$ cat src/rtl/tt_um_rejunity_eca_if.sv
// Pin bundle for the elementary cellular automaton tile: the TinyTapeout user-project
// pins except clock and reset.
interface tt_um_rejunity_eca_if;
  logic       ena;
  logic [7:0] ui_in;
  logic [7:0] uo_out;
  logic [7:0] uio_in;
  logic [7:0] uio_out;
  logic [7:0] uio_oe;

  modport master (
    output ena,
    output ui_in,
    output uio_in,
    input  uo_out,
    input  uio_out,
    input  uio_oe
  );

  modport slave (
    input  ena,
    input  ui_in,
    input  uio_in,
    output uo_out,
    output uio_out,
    output uio_oe
  );
endinterface

$ cat src/rtl/tt_um_rejunity_eca.sv
// Elementary cellular automaton engine: any Wolfram rule on a ring or padded strip,
// with 8-cell block access, a generation counter and a step-budget run mode.
module tt_um_rejunity_eca #(
  parameter int         NUM_CELLS  = 64,
  parameter logic [7:0] RESET_RULE = 8'd110
) (
  input  logic                 clk,
  input  logic                 rst_n,
  tt_um_rejunity_eca_if.slave  io
);
  localparam int NB = NUM_CELLS / 8;

  localparam logic [5:0] ADDR_GEN    = 6'd59;
  localparam logic [5:0] ADDR_RULE   = 6'd60;
  localparam logic [5:0] ADDR_CFG    = 6'd61;
  localparam logic [5:0] ADDR_BUDGET = 6'd62;
  localparam logic [5:0] ADDR_ALIAS0 = 6'd63;

  logic [NUM_CELLS-1:0] cells;
  logic [NUM_CELLS-1:0] next_cells;
  logic [7:0]           rule;
  logic [2:0]           cfg;
  logic [7:0]           budget;
  logic [7:0]           gen;

  logic       write_enable_n;
  logic       halt_n;
  logic [5:0] address;
  logic [5:0] block_addr;
  logic [7:0] data_in;
  logic [7:0] data_out;
  logic       step;
  logic       unused_ena;

  assign write_enable_n = io.uio_in[0];
  assign halt_n         = io.uio_in[1];
  assign address        = io.uio_in[7:2];
  assign data_in        = io.ui_in;
  assign unused_ena     = io.ena;

  // Address 63 folds onto block 0 so floating address pins still show live cells.
  assign block_addr = (address == ADDR_ALIAS0) ? 6'd0 : address;

  assign step = halt_n & write_enable_n & (~cfg[2] | (budget != 8'd0));

  // Neighbourhood index is {right, self, left}; out-of-range neighbours wrap or pad.
  for (genvar i = 0; i < NUM_CELLS; i++) begin : g_cell
    logic left;
    logic right;
    if (i == 0) begin : g_left_edge
      assign left = cfg[0] ? cells[NUM_CELLS-1] : cfg[1];
    end else begin : g_left_inner
      assign left = cells[i-1];
    end
    if (i == NUM_CELLS - 1) begin : g_right_edge
      assign right = cfg[0] ? cells[0] : cfg[1];
    end else begin : g_right_inner
      assign right = cells[i+1];
    end
    assign next_cells[i] = rule[{right, cells[i], left}];
  end

  // Register addresses take precedence over block addresses should they ever overlap.
  always_comb begin
    data_out = 8'h00;
    case (address)
      ADDR_GEN:    data_out = gen;
      ADDR_RULE:   data_out = rule;
      ADDR_CFG:    data_out = {5'b00000, cfg};
      ADDR_BUDGET: data_out = budget;
      default: begin
        for (int b = 0; b < NB; b++) begin
          if (block_addr == 6'(b)) data_out = next_cells[8*b +: 8];
        end
      end
    endcase
  end

  always_ff @(posedge clk) begin
    if (!rst_n) begin
      cells  <= {{(NUM_CELLS-1){1'b0}}, 1'b1};
      rule   <= RESET_RULE;
      cfg    <= 3'b001;
      budget <= 8'd0;
      gen    <= 8'd0;
    end else if (!write_enable_n) begin
      case (address)
        ADDR_GEN:    ;
        ADDR_RULE:   rule   <= data_in;
        ADDR_CFG:    cfg    <= data_in[2:0];
        ADDR_BUDGET: budget <= data_in;
        default: begin
          for (int b = 0; b < NB; b++) begin
            if (block_addr == 6'(b)) cells[8*b +: 8] <= data_in;
          end
        end
      endcase
    end else if (step) begin
      cells <= next_cells;
      gen   <= gen + 8'd1;
      if (cfg[2]) budget <= budget - 8'd1;
    end
  end

  assign io.uo_out  = data_out;
  assign io.uio_out = 8'h00;
  assign io.uio_oe  = 8'h00;
endmodule

$ cat src/flat_wrapper.sv
// flat-port wrapper written by rule: the top's interface ports become plain ports
module tt_um_rejunity_eca_flat 
#(
  parameter int         NUM_CELLS  = 64,
  parameter logic [7:0] RESET_RULE = 8'd110
)
  (clk, rst_n, io_ena, io_ui_in, io_uio_in, io_uo_out, io_uio_out, io_uio_oe);
  tt_um_rejunity_eca_if io_i ();
  input  logic clk;
  input  logic rst_n;
  input wire logic [$bits(io_i.ena)-1:0] io_ena;
  input wire logic [$bits(io_i.ui_in)-1:0] io_ui_in;
  input wire logic [$bits(io_i.uio_in)-1:0] io_uio_in;
  output wire logic [$bits(io_i.uo_out)-1:0] io_uo_out;
  output wire logic [$bits(io_i.uio_out)-1:0] io_uio_out;
  output wire logic [$bits(io_i.uio_oe)-1:0] io_uio_oe;
  assign io_i.ena = io_ena;
  assign io_i.ui_in = io_ui_in;
  assign io_i.uio_in = io_uio_in;
  assign io_uo_out = io_i.uo_out;
  assign io_uio_out = io_i.uio_out;
  assign io_uio_oe = io_i.uio_oe;
  tt_um_rejunity_eca #(.NUM_CELLS(NUM_CELLS), .RESET_RULE(RESET_RULE)) u_core (.clk(clk), .rst_n(rst_n), .io(io_i));
endmodule
$ cat config.mk
export PLATFORM = sky130hd
export DESIGN_NAME = tt_um_rejunity_eca_flat
export DESIGN_NICKNAME = d
export VERILOG_FILES = /design/src/rtl/tt_um_rejunity_eca_if.sv /design/src/rtl/tt_um_rejunity_eca.sv /design/src/flat_wrapper.sv
export SDC_FILE = /design/constraint.sdc
export NUM_CORES = 1
export LEC_CHECK = 0
export CAP_MARGIN = 30
export CORE_UTILIZATION = 51
export DETAILED_ROUTE_END_ITERATION = 7
export HOLD_SLACK_MARGIN = 0.06
export PLACE_DENSITY = 0.69
export SLEW_MARGIN = 20
export SYNTH_ARGS = -nofsm -noshare
export SYNTH_HDL_FRONTEND = slang
export SYNTH_SLANG_ARGS = --single-unit
$ cat constraint.sdc
create_clock -name clk -period 3.5 [get_ports clk]
set_input_delay 0.35 -clock clk [delete_from_list [all_inputs] [get_ports clk]]
set_output_delay 0.35 -clock clk [all_outputs]
set_load 0.01 [all_outputs]
==> results.py, run 1 <==
metrics = {
    "timing": {
        "skew_ns": 0.008732,
        "final-hold-violation-count": 0,
        "tightest_slew_ns": 0.9945,
        "slew_viol_final": 0,
        "post-route-period-util": 1.005,
        "finalSetupTns_ns": -0.01920,
        "final-setup-viol-count": 1,
        "max_freq_mhz": 284.2,
        "grt_setup_unrepaired": "no",
        "max_slew_margin": 0.3346,
        "min_period_ns": 3.519,
        "layout_setup_ws_ns": -0.01920,
    },
    "global_routing": {
        "grt_pass1_wl_um": 43570,
        "top_usage_layer": "met2",
        "grt_max_degree": 53,
        "grt_use_met2": 0.4800,
        "grt_pass1_vias": 7358,
        "met1_usage": 0.4397,
        "grt_use_met3": 0.06194,
        "antenna_found_initial": 0,
        "track_usage": 0.3162,
        "grt_overflow": 0,
    },
    "clocking": {
        "cts_buffers": 9,
        "cts_hold_buf": 0,
        "clkTransAtPathRegs_ns": 0.07,
        "cts_setup_buffers": 0,
        "clock_sink_count": 91,
        "cts-root-buf": "clkbuf_16",
        "clockBufferDepth": 2,
        "cts_tree": "done",
        "htree_levels": 3,
        "clk_latency_ns": 0.37,
        "cts_resized": 1,
    },
    "layout": {
        "syn2layout_area_growth_pct": 7.590,
        "fillers": 1553,
        "num_antenna_cells": 0,
        "post_route_cells_drive_above_1_share": 0.2497,
        "final_nets": 933,
        "final_core_util": 0.5609,
    },
    "critical_path": {
        "crit_buf_inv": 2,
        "crit_path_start": "u_core.rule[2]",
        "critPathTopFamily": "multiplexers",
        "crit_slowest_cell": "clkdlybuf4s50_1",
        "worstPathMaxFanout": 43,
        "path_class": "flop to primary output",
        "crit_arrival_ns": 3.17,
        "cp.required_ns": 3.15,
        "worstSetupStartpointType": "flop",
        "worstReg2RegStart": "u_core.budget[0]",
        "critPathMaxStageDelay_ns": 0.50,
        "crit_chain": "buf_12, mux4_2, mux2i_1, o22ai_1, nor3_1, o22ai_1, clkdlybuf4s50_1",
        "cp-end-kind": "primary output",
        "critPathMostFrequentCell": "o22ai_1",
    },
    "routing": {
        "wl_per_cell_um": 24.33,
        "drt-vias-per-instance": 6.985,
        "routed-via-count": 7977,
        "drc": 0,
        "final_antenna_net_count": 0,
        "dr.pass1.iters": 5,
        "drt_iter0_markers": 1012,
        "wl_um": 27780,
    },
    "synthesis": {
        "synth-main-ff-cell": "dfxtp_1",
        "synth_cell_types": 75,
        "synth_area_mm2": 0.009017,
        "postSynthCellCount": 960,
        "synth_warnings": 0,
        "async_flop_share": 0,
        "ys_seq_elements": 91,
        "avgSynthCellArea_um2": 9.393,
        "ys_seq_area_frac": 0.2020,
        "synth_edf_count": 0,
    },
    "power": {
        "p_leak_nw": 3.322,
        "ir_drop_uv": 260.4,
        "p_per_area_mw_per_mm2": 315.7,
    },
    "die": {
        "core_mm2": 0.01730,
        "io_pins": 43,
        "rows": 48,
        "die_area_mm2": 0.01822,
        "die-height_um": 135.0,
        "start_util": 0.5213,
        "die_x_um": 135.0,
    },
    "run": {
        "cap_violations": 0,
    },
    "min_path": {
        "worstHoldStart": "u_core.budget[7]",
        "hold_path_class": "flop to flop",
    },
    "outcome": {
        "outcome": "finished, violations left",
        "violations": "setup timing",
    },
    "place": {
        "dp_hpwl_um": 19050,
        "gp_congestion": 0.9848,
        "io_buffers": 25,
        "pre_cts_ws_ns": 0.1641,
    },
}
## worst paths after layout
| check | to | slack, ns | cells after the start |
|---|---|---|---|
| max | io_uo_out[5] | -0.02 | 7 |
| min | u_core.budget[7] | 0.51 | 2 |
| max reg2reg | u_core.cells[33] | 0.97 | 8 |
| min reg2reg | u_core.budget[7] | 0.51 | 2 |
## cell families after synthesis
kind of cell,Yosys count,share of synthesized area
AOI/OAI and AO/OA,218,0.1592
xor gates and xnor gates,7,0.006799
adders and majority gates,2,0.002775
buffers and inverters,162,0.08187
DFF,91,0.2020
muxes,228,0.4147
other,1,0.0004159
and+or+nand+nor,251,0.1322
## sequential cells by signal (all words and copies together) (netlist names)
name	cells
u_core.budget	8
u_core.cells	64
u_core.cfg	3
u_core.gen	8
u_core.rule	8
## layout by cell type (no fill, tap or decap), drive strengths merged, types with 12 or more instances in the layout
master         instances
o21ai                 40
mux2i                 98
mux4                 115
nor2b                 15
dfxtp                 91
inv                   17
nor3                  17
conb                  16
a211oi                12
nand2                 65
mux2                  15
buf                   48
nor2                 111
a21oi                 92
clkdlybuf4s50         23
## worst min-delay path, delay by kind of cell, from the launching register on
| family | cells | cell delay [ns] |
|---|---|---|
| AOI/OAI and AO/OA | 2 | 0.14 |
| DFF | 1 | 0.33 |
## layout make-up
| cell class | instances | area [um^2] | area share |
|---|---|---|---|
| timing repair buffer | 72 | 675.6 | 0.06964 |
| clock inverter | 7 | 76.32 | 0.007867 |
| sequential | 91 | 1844 | 0.1901 |
| clock buffer | 9 | 225.2 | 0.02321 |
| tap | 225 | 281.5 | 0.02902 |
| inverter | 16 | 60.06 | 0.006190 |
| multi-input combinational | 722 | 6539 | 0.6740 |
## through the flow
stage | cells | hold WS, ns | area [um^2] | total power [mW]
after floorplan | 975 | 0.4631 | 9074 | 1.838
after global placement | 1125 | 0.4934 | 9353 | 2.011
after detailed placement | 1126 | 0.4990 | 9360 | 2.027
after CTS | 1142 | 0.5074 | 9668 | 3.049
after global routing | 1142 | 0.5417 | 9702 | 3.179
final | 1142 | 0.5118 | 9702 | 3.062
## cells in the mapped netlist (all sizes together), types with 3 or more instances
master / instances / area, um^2
mux2: 15 / 168.9
a211o: 5 / 43.79
nor4: 4 / 40.04
o21ai: 40 / 215.2
nand2b: 8 / 50.05
o221ai: 3 / 26.28
nand2: 65 / 244.0
o21bai: 6 / 56.31
nor2: 111 / 442.9
mux4: 115 / 2590
a22oi: 3 / 27.52
a211oi: 12 / 105.1
nand4: 5 / 31.28
nor2b: 15 / 93.84
dfxtp: 91 / 1822
o22ai: 10 / 62.56
buf: 41 / 284.0
o211ai: 5 / 37.54
o31ai: 4 / 30.03
clkbuf: 105 / 394.1
a21boi: 9 / 82.58
nor3: 17 / 101.4
and3: 4 / 25.02
nand3: 10 / 50.05
mux2i: 98 / 980.9
o2111ai: 5 / 43.79
a2111oi: 4 / 35.03
or3: 4 / 25.02
a221oi: 3 / 26.28
a21oi: 92 / 460.4
inv: 16 / 60.06
xor2: 5 / 43.79
## routing by layer
metal,vias to the layer above,part of all wire
li1,3485,-
met1,3916,0.41
met2,497,0.45
met3,79,0.099
met4,0,0.039
met5,-,0
## power breakdown
part / internal, mW / switching (mW) / total [mW] / leakage (nW)
Sequential: 1.09 / 0.132 / 1.22 / 0.744
Combinational: 0.411 / 0.392 / 0.803 / 2.44
Clock: 0.558 / 0.483 / 1.04 / 0.142
(Power assumes the default switching activity.)
==> run 2: changes to the inputs <==
- clock period: 3.5 -> 3.73 ns (I/O delays scaled with it)
==> results.py, run 2 (synthesized netlist as in run 1, its figures left out) <==
metrics = {
    "outcome": {
        "outcome": "completed",
    },
    "timing": {
        "post-route-period-util": 0.9721,
        "slew_viol_final": 0,
        "finalSetupTns_ns": 0,
        "min_period_ns": 3.626,
        "final-hold-violation-count": 0,
        "holdWs_ns": 0.5161,
        "final-setup-viol-count": 0,
        "max_freq_mhz": 275.8,
        "grt_setup_unrepaired": "no",
        "max_slew_margin": 0.3478,
        "layout_setup_ws_ns": 0.1042,
        "skew_ns": 0.01061,
        "tightest_slew_ns": 0.9763,
    },
    "layout": {
        "post_route_cells_drive_above_1_share": 0.2407,
        "fillers": 1517,
        "final_nets": 926,
        "fin_area_mm2": 0.009664,
        "final_cell_mix": "mux4_2 (115), nor2_1 (108), mux2i_1 (98), a21oi_1 (92), dfxtp_1 (83)",
        "num_antenna_cells": 0,
        "final_core_util": 0.5587,
        "syn2layout_area_growth_pct": 7.174,
        "regMostFlops": "u_core.cells",
        "final_common_cell": "mux4_2",
        "largest_reg_flops": 64,
    },
    "clocking": {
        "cts_tree": "done",
        "cts_hold_buf": 0,
        "clock_sink_count": 91,
        "clkTransAtPathRegs_ns": 0.07,
        "cts-root-buf": "clkbuf_16",
        "clk_latency_ns": 0.37,
        "cts_buffers": 9,
        "htree_levels": 3,
        "cts_resized": 0,
        "cts_setup_buffers": 0,
        "clockBufferDepth": 2,
    },
    "critical_path": {
        "critPathTopFamily": "buffers and inverters",
        "path_class": "flop to primary output",
        "worstReg2RegEnd": "u_core.cells[36]",
        "worstSetupStartpointType": "flop",
        "worstPathMaxFanout": 26,
        "crit_buf_inv": 2,
        "worstReg2RegStart": "u_core.budget[0]",
        "cp-end-kind": "primary output",
        "r2r_cells": 8,
        "cp.required_ns": 3.36,
        "reg2reg_slack_ns": 1.21,
        "crit_slowest_cell": "dfxtp_2",
        "crit_arrival_ns": 3.25,
        "critPathMaxStageDelay_ns": 0.78,
        "crit_chain": "buf_4, a21oi_1, mux4_2, o22ai_1, nor4_1, nor3_1, clkdlybuf4s50_1",
    },
    "routing": {
        "dr.pass1.iters": 6,
        "wl_per_cell_um": 24.45,
        "drt-vias-per-instance": 6.961,
        "drc": 0,
        "maxUsedRoutingLayer": "met4",
        "final_antenna_net_count": 0,
        "wl_um": 27750,
        "wl_met3_um": 2863,
        "wl_met2_um": 12540,
        "routed-via-count": 7901,
        "drt_iter0_markers": 924,
        "m1WireLength_um": 11130,
    },
    "run": {
        "cap_violations": 0,
    },
    "min_path": {
        "min_to": "u_core.budget[7]",
        "hold_path_class": "flop to flop",
        "worstHoldStart": "u_core.budget[7]",
        "holdPathStages": 2,
    },
    "global_routing": {
        "grt_pass1_vias": 7324,
        "grt_pass1_wl_um": 43350,
        "track_usage": 0.3146,
        "grt_max_degree": 45,
        "grt_overflow": 0,
        "antenna_found_initial": 0,
    },
    "die": {
        "die-height_um": 135.0,
        "rows": 48,
        "die_area_mm2": 0.01822,
        "start_util": 0.5213,
        "die_x_um": 135.0,
        "io_pins": 43,
        "core_mm2": 0.01730,
    },
    "place": {
        "dp_hpwl_um": 18800,
        "pre_cts_ws_ns": 0.3202,
        "gp_congestion": 0.9853,
        "placed_area_mm2": 0.009333,
        "io_buffers": 25,
    },
    "power": {
        "p_leak_nw": 3.298,
        "p_per_area_mw_per_mm2": 305.2,
        "ir_drop_uv": 220.2,
    },
}
==> run 2: cell types whose count changed in the layout (fill, tap and decap cells not counted), sizes merged <==
cell	change
buf	-7
clkinvlp	-2
inv	+2
bufinv	+1
clkdlybuf4s50	+1
clkinv	-1
dlymetal6s2s	-1
==> run 2: worst max-delay path by stage <==
stage                     from            to  slack (ns)  cells past startpoint
2_1_floorplan  u_core.cells[7]  io_uo_out[7]        1.48                      7
3_3_place_gp      io_uio_in[3]  io_uo_out[7]        0.32                      9
3_5_place_dp      io_uio_in[3]  io_uo_out[7]        0.32                      9
4_1_cts         u_core.rule[4]  io_uo_out[3]        0.15                      7
5_1_grt         u_core.rule[1]  io_uo_out[0]        0.08                      6
6_report        u_core.rule[4]  io_uo_out[3]        0.10                      7
==> run 2: area by class of cell <==
class                      count  area (um^2)  area share
clock buffer                   9        225.2     0.02330
clock inverter                 7        106.4     0.01100
inverter                      16        60.06    0.006214
multi-input combinational    722         6514      0.6740
sequential                    91         1832      0.1895
tap                          225        281.5     0.02913
timing repair buffer          65        645.6     0.06680
==> run 2: power breakdown <==
| group | switching, mW | internal, mW | leakage [nW] |
|---|---|---|---|
| Sequential | 0.125 | 1.02 | 0.742 |
| Clock | 0.458 | 0.600 | 0.163 |
| Combinational | 0.361 | 0.382 | 2.39 |
==> run 2: stage by stage <==
stage / instances / total power, mW
finish: 1135 / 2.949
global route: 1135 / 3.051
CTS: 1135 / 2.947
detailed placement: 1119 / 1.899
global placement: 1118 / 1.883
floorplan: 975 / 1.725
==> run 2: worst reg2reg max path, delay by kind of cell (launching register included) <==
family | cells | cell delay [ns]
adders and majority gates | 1 | 0.24
buffers and inverters | 1 | 0.07
and+or+nand+nor | 2 | 0.22
AOI/OAI and AO/OA | 3 | 1.16
DFF | 1 | 0.43
muxes | 1 | 0.27
==> run 2: per-layer routing <==
layer	vias up	track usage
li1	3462	-
met1	3831	0.4335
met2	525	0.4765
met3	83	0.05593
met4	0	0.1554
met5	-	0
